`src/rtl/mips_arb_pkg.sv`:
```
// rtl/mips_arb_pkg.sv - shared state, requester and grant definitions for the MIPS memory arbiter
package mips_arb_pkg;

    typedef enum logic [1:0] {
        ST_IDLE   = 2'd0,
        ST_ACCESS = 2'd1,
        ST_RESP   = 2'd2
    } arb_state_e;

    typedef enum logic [1:0] {
        REQ_NONE = 2'd0,
        REQ_IF   = 2'd1,
        REQ_DM   = 2'd2,
        REQ_LD   = 2'd3
    } req_id_e;

    localparam int STATS_W  = 16;
    localparam int STARVE_W = 4;

    // Bit positions inside the one-hot grant vector
    localparam int GNT_IF = 0;
    localparam int GNT_DM = 1;
    localparam int GNT_LD = 2;

    function automatic req_id_e grant_to_id(input logic [2:0] gnt);
        req_id_e id;
        id = REQ_NONE;
        if (gnt[GNT_LD]) begin
            id = REQ_LD;
        end else if (gnt[GNT_DM]) begin
            id = REQ_DM;
        end else if (gnt[GNT_IF]) begin
            id = REQ_IF;
        end
        return id;
    endfunction

endpackage

```
`src/rtl/mips_mem_arbiter_if.sv`:
```
// rtl/mips_mem_arbiter_if.sv - requester and memory-side signal bundle of the MIPS memory arbiter
interface mips_mem_arbiter_if #(
    parameter int ADDR_W = 10,
    parameter int DATA_W = 32
);
    logic              if_valid;
    logic [ADDR_W-1:0] if_addr;
    logic              if_ready;
    logic              if_rsp_valid;

    logic              dm_valid;
    logic              dm_we;
    logic [ADDR_W-1:0] dm_addr;
    logic [DATA_W-1:0] dm_wdata;
    logic              dm_ready;
    logic              dm_rsp_valid;

    logic              ld_valid;
    logic [ADDR_W-1:0] ld_addr;
    logic [DATA_W-1:0] ld_wdata;
    logic              ld_ready;
    logic              ld_rsp_valid;

    logic [DATA_W-1:0] rsp_rdata;

    logic              mem_en;
    logic              mem_we;
    logic [ADDR_W-1:0] mem_addr;
    logic [DATA_W-1:0] mem_wdata;
    logic [DATA_W-1:0] mem_rdata;

    // Arbiter view
    modport slave (
        input  if_valid, if_addr,
        input  dm_valid, dm_we, dm_addr, dm_wdata,
        input  ld_valid, ld_addr, ld_wdata,
        input  mem_rdata,
        output if_ready, if_rsp_valid,
        output dm_ready, dm_rsp_valid,
        output ld_ready, ld_rsp_valid,
        output rsp_rdata,
        output mem_en, mem_we, mem_addr, mem_wdata
    );

    // Requesters and memory view
    modport master (
        output if_valid, if_addr,
        output dm_valid, dm_we, dm_addr, dm_wdata,
        output ld_valid, ld_addr, ld_wdata,
        output mem_rdata,
        input  if_ready, if_rsp_valid,
        input  dm_ready, dm_rsp_valid,
        input  ld_ready, ld_rsp_valid,
        input  rsp_rdata,
        input  mem_en, mem_we, mem_addr, mem_wdata
    );

endinterface

```
`src/rtl/mips_arb_prio.sv`:
```
// rtl/mips_arb_prio.sv - combinational winner select: LD > starved IF > DM > IF, one-hot grant
module mips_arb_prio
    import mips_arb_pkg::*;
(
    input  logic       arb_en,
    input  logic       ld_valid,
    input  logic       dm_valid,
    input  logic       if_elig,
    input  logic       starved,
    output logic [2:0] gnt
);

    always_comb begin
        gnt = '0;
        if (arb_en) begin
            if (ld_valid) begin
                gnt[GNT_LD] = 1'b1;
            end else if (starved && if_elig) begin
                gnt[GNT_IF] = 1'b1;
            end else if (dm_valid) begin
                gnt[GNT_DM] = 1'b1;
            end else if (if_elig) begin
                gnt[GNT_IF] = 1'b1;
            end
        end
    end

endmodule

```
`src/rtl/mips_mem_arbiter.sv`:
```
// rtl/mips_mem_arbiter.sv - single-port memory arbiter for IF/DM/LD; MIPS_ARB_STATS_EN adds grant/conflict counters
module mips_mem_arbiter
    import mips_arb_pkg::*;
#(
    parameter int ADDR_W       = 10,
    parameter int DATA_W       = 32,
    parameter int STARVE_LIMIT = 4
) (
    input  logic               clk1,
    input  logic               rst_n,
    input  logic               halted,
    mips_mem_arbiter_if.slave  bus
`ifdef MIPS_ARB_STATS_EN
    ,
    output logic [STATS_W-1:0] stat_if_cnt,
    output logic [STATS_W-1:0] stat_dm_cnt,
    output logic [STATS_W-1:0] stat_conflict_cnt
`endif
);

    arb_state_e         state_q, state_d;
    req_id_e            owner_q, owner_d;
    logic               owner_rd_q, owner_rd_d;
    logic [STARVE_W-1:0] starve_q, starve_d;
    logic               mem_en_q, mem_en_d;
    logic               mem_we_q, mem_we_d;
    logic [ADDR_W-1:0]  mem_addr_q, mem_addr_d;
    logic [DATA_W-1:0]  mem_wdata_q, mem_wdata_d;

    logic               arb_pt;
    logic               if_elig;
    logic               starved;
    logic [2:0]         gnt;
    req_id_e            win;

    // Reset also masks the readies so every output is 0 while rst_n is low
    assign arb_pt  = rst_n && ((state_q == ST_IDLE) || (state_q == ST_RESP));
    assign if_elig = bus.if_valid && !halted;
    assign starved = (starve_q >= STARVE_W'(STARVE_LIMIT));
    assign win     = grant_to_id(gnt);

    mips_arb_prio u_prio (
        .arb_en   (arb_pt),
        .ld_valid (bus.ld_valid),
        .dm_valid (bus.dm_valid),
        .if_elig  (if_elig),
        .starved  (starved),
        .gnt      (gnt)
    );

    always_comb begin
        state_d     = state_q;
        owner_d     = owner_q;
        owner_rd_d  = owner_rd_q;
        starve_d    = starve_q;
        mem_en_d    = 1'b0;
        mem_we_d    = 1'b0;
        mem_addr_d  = '0;
        mem_wdata_d = '0;

        case (state_q)
            ST_ACCESS: begin
                state_d = ST_RESP;
            end
            ST_IDLE, ST_RESP: begin
                if (win != REQ_NONE) begin
                    state_d  = ST_ACCESS;
                    owner_d  = win;
                    mem_en_d = 1'b1;
                    case (win)
                        REQ_LD: begin
                            mem_we_d    = 1'b1;
                            mem_addr_d  = bus.ld_addr;
                            mem_wdata_d = bus.ld_wdata;
                            owner_rd_d  = 1'b0;
                        end
                        REQ_DM: begin
                            mem_we_d    = bus.dm_we;
                            mem_addr_d  = bus.dm_addr;
                            mem_wdata_d = bus.dm_wdata;
                            owner_rd_d  = !bus.dm_we;
                        end
                        default: begin
                            mem_we_d    = 1'b0;
                            mem_addr_d  = bus.if_addr;
                            mem_wdata_d = '0;
                            owner_rd_d  = 1'b1;
                        end
                    endcase
                end else begin
                    state_d = ST_IDLE;
                    owner_d = REQ_NONE;
                end
            end
            default: begin
                state_d = ST_IDLE;
                owner_d = REQ_NONE;
            end
        endcase

        // Starvation only accumulates while IF keeps asking and keeps losing
        if (!if_elig) begin
            starve_d = '0;
        end else if (arb_pt) begin
            if (gnt[GNT_IF]) begin
                starve_d = '0;
            end else if (starve_q != {STARVE_W{1'b1}}) begin
                starve_d = starve_q + STARVE_W'(1);
            end
        end
    end

    always_ff @(posedge clk1 or negedge rst_n) begin
        if (!rst_n) begin
            state_q     <= ST_IDLE;
            owner_q     <= REQ_NONE;
            owner_rd_q  <= 1'b0;
            starve_q    <= '0;
            mem_en_q    <= 1'b0;
            mem_we_q    <= 1'b0;
            mem_addr_q  <= '0;
            mem_wdata_q <= '0;
        end else begin
            state_q     <= state_d;
            owner_q     <= owner_d;
            owner_rd_q  <= owner_rd_d;
            starve_q    <= starve_d;
            mem_en_q    <= mem_en_d;
            mem_we_q    <= mem_we_d;
            mem_addr_q  <= mem_addr_d;
            mem_wdata_q <= mem_wdata_d;
        end
    end

    logic in_resp;
    assign in_resp = (state_q == ST_RESP);

    assign bus.if_ready     = gnt[GNT_IF];
    assign bus.dm_ready     = gnt[GNT_DM];
    assign bus.ld_ready     = gnt[GNT_LD];
    assign bus.if_rsp_valid = in_resp && (owner_q == REQ_IF);
    assign bus.dm_rsp_valid = in_resp && (owner_q == REQ_DM);
    assign bus.ld_rsp_valid = in_resp && (owner_q == REQ_LD);
    assign bus.rsp_rdata    = (in_resp && owner_rd_q) ? bus.mem_rdata : '0;
    assign bus.mem_en       = mem_en_q;
    assign bus.mem_we       = mem_we_q;
    assign bus.mem_addr     = mem_addr_q;
    assign bus.mem_wdata    = mem_wdata_q;

`ifdef MIPS_ARB_STATS_EN
    logic [STATS_W-1:0] stat_if_q, stat_if_d;
    logic [STATS_W-1:0] stat_dm_q, stat_dm_d;
    logic [STATS_W-1:0] stat_cf_q, stat_cf_d;
    logic [1:0]         n_elig;

    always_comb begin
        stat_if_d = stat_if_q;
        stat_dm_d = stat_dm_q;
        stat_cf_d = stat_cf_q;
        n_elig    = {1'b0, bus.ld_valid} + {1'b0, bus.dm_valid} + {1'b0, if_elig};
        if (gnt[GNT_IF]) begin
            stat_if_d = stat_if_q + STATS_W'(1);
        end
        if (gnt[GNT_DM]) begin
            stat_dm_d = stat_dm_q + STATS_W'(1);
        end
        if (arb_pt && (n_elig >= 2'd2)) begin
            stat_cf_d = stat_cf_q + STATS_W'(1);
        end
    end

    always_ff @(posedge clk1 or negedge rst_n) begin
        if (!rst_n) begin
            stat_if_q <= '0;
            stat_dm_q <= '0;
            stat_cf_q <= '0;
        end else begin
            stat_if_q <= stat_if_d;
            stat_dm_q <= stat_dm_d;
            stat_cf_q <= stat_cf_d;
        end
    end

    assign stat_if_cnt       = stat_if_q;
    assign stat_dm_cnt       = stat_dm_q;
    assign stat_conflict_cnt = stat_cf_q;
`endif

endmodule

```
`src/flat_wrapper.sv`:
```
// flat-port wrapper written by rule: the top's interface ports become plain ports
module mips_mem_arbiter_flat import mips_arb_pkg::*;
#(
    parameter int ADDR_W       = 10,
    parameter int DATA_W       = 32,
    parameter int STARVE_LIMIT = 4
)
  (clk1, rst_n, halted, bus_if_valid, bus_if_addr, bus_dm_valid, bus_dm_we, bus_dm_addr, bus_dm_wdata, bus_ld_valid, bus_ld_addr, bus_ld_wdata, bus_mem_rdata, bus_if_ready, bus_if_rsp_valid, bus_dm_ready, bus_dm_rsp_valid, bus_ld_ready, bus_ld_rsp_valid, bus_rsp_rdata, bus_mem_en, bus_mem_we, bus_mem_addr, bus_mem_wdata);
  mips_mem_arbiter_if #(.ADDR_W(ADDR_W), .DATA_W(DATA_W)) bus_i ();
  input  logic clk1;
  input  logic rst_n;
  input  logic halted;
  input wire logic [$bits(bus_i.if_valid)-1:0] bus_if_valid;
  input wire logic [$bits(bus_i.if_addr)-1:0] bus_if_addr;
  input wire logic [$bits(bus_i.dm_valid)-1:0] bus_dm_valid;
  input wire logic [$bits(bus_i.dm_we)-1:0] bus_dm_we;
  input wire logic [$bits(bus_i.dm_addr)-1:0] bus_dm_addr;
  input wire logic [$bits(bus_i.dm_wdata)-1:0] bus_dm_wdata;
  input wire logic [$bits(bus_i.ld_valid)-1:0] bus_ld_valid;
  input wire logic [$bits(bus_i.ld_addr)-1:0] bus_ld_addr;
  input wire logic [$bits(bus_i.ld_wdata)-1:0] bus_ld_wdata;
  input wire logic [$bits(bus_i.mem_rdata)-1:0] bus_mem_rdata;
  output wire logic [$bits(bus_i.if_ready)-1:0] bus_if_ready;
  output wire logic [$bits(bus_i.if_rsp_valid)-1:0] bus_if_rsp_valid;
  output wire logic [$bits(bus_i.dm_ready)-1:0] bus_dm_ready;
  output wire logic [$bits(bus_i.dm_rsp_valid)-1:0] bus_dm_rsp_valid;
  output wire logic [$bits(bus_i.ld_ready)-1:0] bus_ld_ready;
  output wire logic [$bits(bus_i.ld_rsp_valid)-1:0] bus_ld_rsp_valid;
  output wire logic [$bits(bus_i.rsp_rdata)-1:0] bus_rsp_rdata;
  output wire logic [$bits(bus_i.mem_en)-1:0] bus_mem_en;
  output wire logic [$bits(bus_i.mem_we)-1:0] bus_mem_we;
  output wire logic [$bits(bus_i.mem_addr)-1:0] bus_mem_addr;
  output wire logic [$bits(bus_i.mem_wdata)-1:0] bus_mem_wdata;
  assign bus_i.if_valid = bus_if_valid;
  assign bus_i.if_addr = bus_if_addr;
  assign bus_i.dm_valid = bus_dm_valid;
  assign bus_i.dm_we = bus_dm_we;
  assign bus_i.dm_addr = bus_dm_addr;
  assign bus_i.dm_wdata = bus_dm_wdata;
  assign bus_i.ld_valid = bus_ld_valid;
  assign bus_i.ld_addr = bus_ld_addr;
  assign bus_i.ld_wdata = bus_ld_wdata;
  assign bus_i.mem_rdata = bus_mem_rdata;
  assign bus_if_ready = bus_i.if_ready;
  assign bus_if_rsp_valid = bus_i.if_rsp_valid;
  assign bus_dm_ready = bus_i.dm_ready;
  assign bus_dm_rsp_valid = bus_i.dm_rsp_valid;
  assign bus_ld_ready = bus_i.ld_ready;
  assign bus_ld_rsp_valid = bus_i.ld_rsp_valid;
  assign bus_rsp_rdata = bus_i.rsp_rdata;
  assign bus_mem_en = bus_i.mem_en;
  assign bus_mem_we = bus_i.mem_we;
  assign bus_mem_addr = bus_i.mem_addr;
  assign bus_mem_wdata = bus_i.mem_wdata;
  mips_mem_arbiter #(.ADDR_W(ADDR_W), .DATA_W(DATA_W), .STARVE_LIMIT(STARVE_LIMIT)) u_core (.clk1(clk1), .rst_n(rst_n), .halted(halted), .bus(bus_i));
endmodule
```
`config.mk`:
```
export PLATFORM = sky130hd
export DESIGN_NAME = mips_mem_arbiter_flat
export DESIGN_NICKNAME = d
export VERILOG_FILES = /design/src/rtl/mips_arb_pkg.sv /design/src/rtl/mips_mem_arbiter_if.sv /design/src/rtl/mips_arb_prio.sv /design/src/rtl/mips_mem_arbiter.sv /design/src/flat_wrapper.sv
export SDC_FILE = /design/constraint.sdc
export NUM_CORES = 1
export LEC_CHECK = 0
export BUFFER_PORTS_ARGS = -buffer_cell sky130_fd_sc_hd__buf_4
export CAP_MARGIN = 15
export CORE_AREA = 8 8 115 90
export DETAILED_ROUTE_END_ITERATION = 6
export DIE_AREA = 0 0 123 98
export HOLD_SLACK_MARGIN = 0.08
export SETUP_SLACK_MARGIN = 0.3
export SYNTH_ARGS = -nofsm -noshare
export SYNTH_HDL_FRONTEND = slang
export SYNTH_HIERARCHICAL = 1
export SYNTH_SLANG_ARGS = --single-unit
```
`constraint.sdc`:
```
create_clock -name clk1 -period 3.4 [get_ports clk1]
set_input_delay 0 -clock clk1 [delete_from_list [all_inputs] [get_ports clk1]]
set_output_delay 0 -clock clk1 [all_outputs]
set_load 0.03 [all_outputs]
```
==> impl_metrics.json <==
{
  "numCtsBuffers": 5,
  "synth-seq-cells": 52,
  "p_seq_share_pct": 39.4,
  "path_max_fanout": 32,
  "yosysSeqAreaShare_pct": 52.34,
  "nFillCells": 762,
  "grt_overflow": 0,
  "critPathKind": "register to register",
  "antenna_cells": 0,
  "grt_pass1_wl_um": 17060,
  "setup.worst_path.end_class": "register",
  "first_pass_iters": 4,
  "fmax_mhz": 349.5,
  "p_int_mw": 1.226,
  "viasPerCell": 4.654,
  "avgSynthCellArea_um2": 10.07,
  "cts_buffer_depth": 2,
  "seqCellArea_mm2": 0.001301,
  "io_buffers": 214,
  "pwr-share-clk_pct": 27.0,
  "final_cell_mix": "buf_4, dlygate4sd3_1, dfrtp_1, nor2_1, and3_1",
  "skew_ns": 0.005516,
  "drt_iter0_drc": 83,
  "crit_arrival_ns": 3.07,
  "core-area_mm2": 0.008708,
  "final_common_cell": "buf_4",
  "yosysWarnings": 6,
  "tritoncts": "built",
  "die_x_um": 123,
  "wl_per_cell_um": 17.38,
  "syn_inst": 247,
  "cts_sinks": 52,
  "rsz0062_at_grt": "no",
  "synth_nets": 381,
  "grt_max_degree": 53,
  "cellPowerDensity_mw_per_mm2": 347.4,
  "critPathRequiredTime_ns": 3.61,
  "finalSetupTns_ns": 0,
  "drcViolationCount": 0,
  "dieArea_mm2": 0.01205,
  "vias": 2983,
  "fin_crit_sh_pct": 84.14,
  "startpoint_type": "register",
  "nets": 663,
  "path_clk_slew_ns": 0.07,
  "die_h_um": 98,
  "root_buffer": "clkbuf_16",
  "peakVddDrop_v": 0.0002172,
  "crit_path_cell_trace": "nand2b_1 > inv_1 > nand3b_1 > a21oi_4 > nor2b_2 > buf_4 > a22oi_1 > dlygate4sd3_1 > nor2_1",
  "tightest_slew_ns": 0.6727,
  "antenna_left": 0,
  "track_usage_pct": 17.67,
  "netlist_area_mm2": 0.002486,
  "power_frac_comb_pct": 33.6,
  "period_needed_ns": 2.861,
  "setup-violations-final": 0,
  "htree_num_levels": 2,
  "start_util_pct": 28.55,
  "switchingPower_mw": 0.5485,
  "switching_share_pct": 30.92,
  "multiInputGateArea_mm2": 0.001090,
  "rows": 30,
  "outcome": "complete, no violations",
  "finalHoldViolCount": 0,
  "maxSlewViolCount": 0,
  "wl_um": 11140,
  "relSlewSlack_pct": 55.15,
  "antenna_found_initial": 0,
  "grt_pass1_vias": 3330,
  "synth_cell_types": 27,
  "gp_congestion": 0.7804,
  "p_leak_nw": 2.653,
  "slowest_stage": "dlygate4sd3_1",
  "synthToLayoutAreaGrowth_pct": 105.4,
  "hp-class": "input port to register",
  "clkLatencyLatePin_ns": 0.28,
  "timing.hold.ws_ns": 0.09059,
  "dp.final_hpwl_um": 7706,
  "layout-drive-gt1-share_pct": 45.94,
  "cpPeakStageDelay_ns": 0.58,
  "pin_count": 215,
  "maxCapViolCount": 0
}
[path summary, 6_finish.rpt]
kind,from,to,slack [ns],cells after the start
worst max-delay path,u_core/state_q[0]$_DFF_PN0_,u_core/bus.mem_wdata[15]$_DFF_PN0_,0.54,9
worst max register to register,u_core/state_q[0]$_DFF_PN0_,u_core/bus.mem_wdata[15]$_DFF_PN0_,0.54,9
max in group asynchronous,rst_n,u_core/bus.mem_addr[3]$_DFF_PN0_,2.51,3
worst min register to register,u_core/state_q[1]$_DFF_PN0_,u_core/state_q[1]$_DFF_PN0_,0.45,1
min in group asynchronous,rst_n,u_core/bus.mem_wdata[31]$_DFF_PN0_,0.45,3
worst min-delay path,bus_if_addr[0],u_core/bus.mem_addr[0]$_DFF_PN0_,0.09,4
[flip-flops by register name (all words and copies together), names as in the netlist]
signal and cells:
u_core/bus.mem_we 1, u_core/state_q 2, u_core/owner_rd_q 1, u_core/bus.mem_addr 10
u_core/starve_q 4, u_core/owner_q 2, u_core/bus.mem_wdata 32
[stage by stage]
step	setup WS (ns)	std cells	total power [mW]	util (%)	cell area, um2
2_1_floorplan	0.7715	247	0.9610	-	2486
3_3_place_gp	1.035	557	1.221	48.12	4190
3_5_place_dp	0.9201	557	1.227	48.12	4190
4_1_cts	0.3535	641	1.789	58.55	5099
5_1_grt	0.3149	641	1.859	58.64	5106
6_report	0.5392	641	1.774	58.64	5106
[per-layer routing]
layer  track usage [%]  vias up  routed length, um
met2             32.79      153               5672
met1             17.68     1381               3895
met4             6.002        0                280
li1                  -     1429                  -
met5                 0        -                  0
met3             6.344       20               1290
[kinds of logic (layout without fill, tap and decap cells)]
logic type               Yosys count  count (layout)  share of synthesized area (%)
flip-flops                        52              52                          52.34
AND/OR/NAND/NOR                   98              98                          20.43
multiplexers                      20              20                          8.556
AO/OA/AOI/OAI                     49              49                          13.79
adder cells (fa/ha/maj)            1               1                         0.5032
buffers and inverters             27             309                          4.378
[cell usage after synthesis]
cell / n / share of area (%)
dfrtp_1: 52 / 52
nor2_1: 45 / 6.8
and3_1: 33 / 8.3
a22oi_1: 32 / 9.7
clkbuf_1: 15 / 2.3
mux2_2: 10 / 4.5
mux2i_1: 10 / 4.0
a21oi_1: 8 / 1.6
buf_2: 6 / 1.2
inv_1: 6 / 0.91
nor2b_1: 5 / 1.3
nand2_1: 4 / 0.60
o21ai_0: 4 / 0.81
a211oi_1: 2 / 0.60
nand3b_1: 2 / 0.60
or2_2: 2 / 0.50
a41o_2: 1 / 0.45
a41oi_1: 1 / 0.35
and2_2: 1 / 0.30
and3b_1: 1 / 0.35
and4b_4: 1 / 0.55
ha_1: 1 / 0.50
nand2b_1: 1 / 0.25
nor3_1: 1 / 0.20
o21bai_1: 1 / 0.30
or4_1: 1 / 0.30
or4b_1: 1 / 0.40
[critical path, delay by kind of cell (launching register included)]
family                 cells  cell delay, ns
and+or+nand+nor            4            0.70
buffers and inverters      3            1.09
DFF                        1            0.37
AOI/OAI and AO/OA          2            0.58
[layout make-up]
cell class | count | area share, %
multi-input cells | 168 | 21.34
well taps | 112 | 2.744
flip-flops and latches | 52 | 25.48
clock buffers | 5 | 2.450
clock inverters | 2 | 0.2450
inverters | 6 | 0.4411
repair buffers | 296 | 47.29
[repair_timing]
action,in CTS,in global routing
resized for setup,0,1
setup buffers,0,0
endpoints found under the setup margin,0,32
hold endpoints to repair,98,0
hold buffers,77,0
[power groups by stage]
stage / clock network, mW / registers [mW] / logic [mW]
2_1_floorplan: 0 / 0.769 / 0.192
3_3_place_gp: 0 / 0.708 / 0.512
3_5_place_dp: 0 / 0.710 / 0.517
4_1_cts: 0.496 / 0.699 / 0.594
5_1_grt: 0.516 / 0.707 / 0.636
6_report: 0.480 / 0.699 / 0.595
No activity file was read; power rests on OpenSTA's default activity.
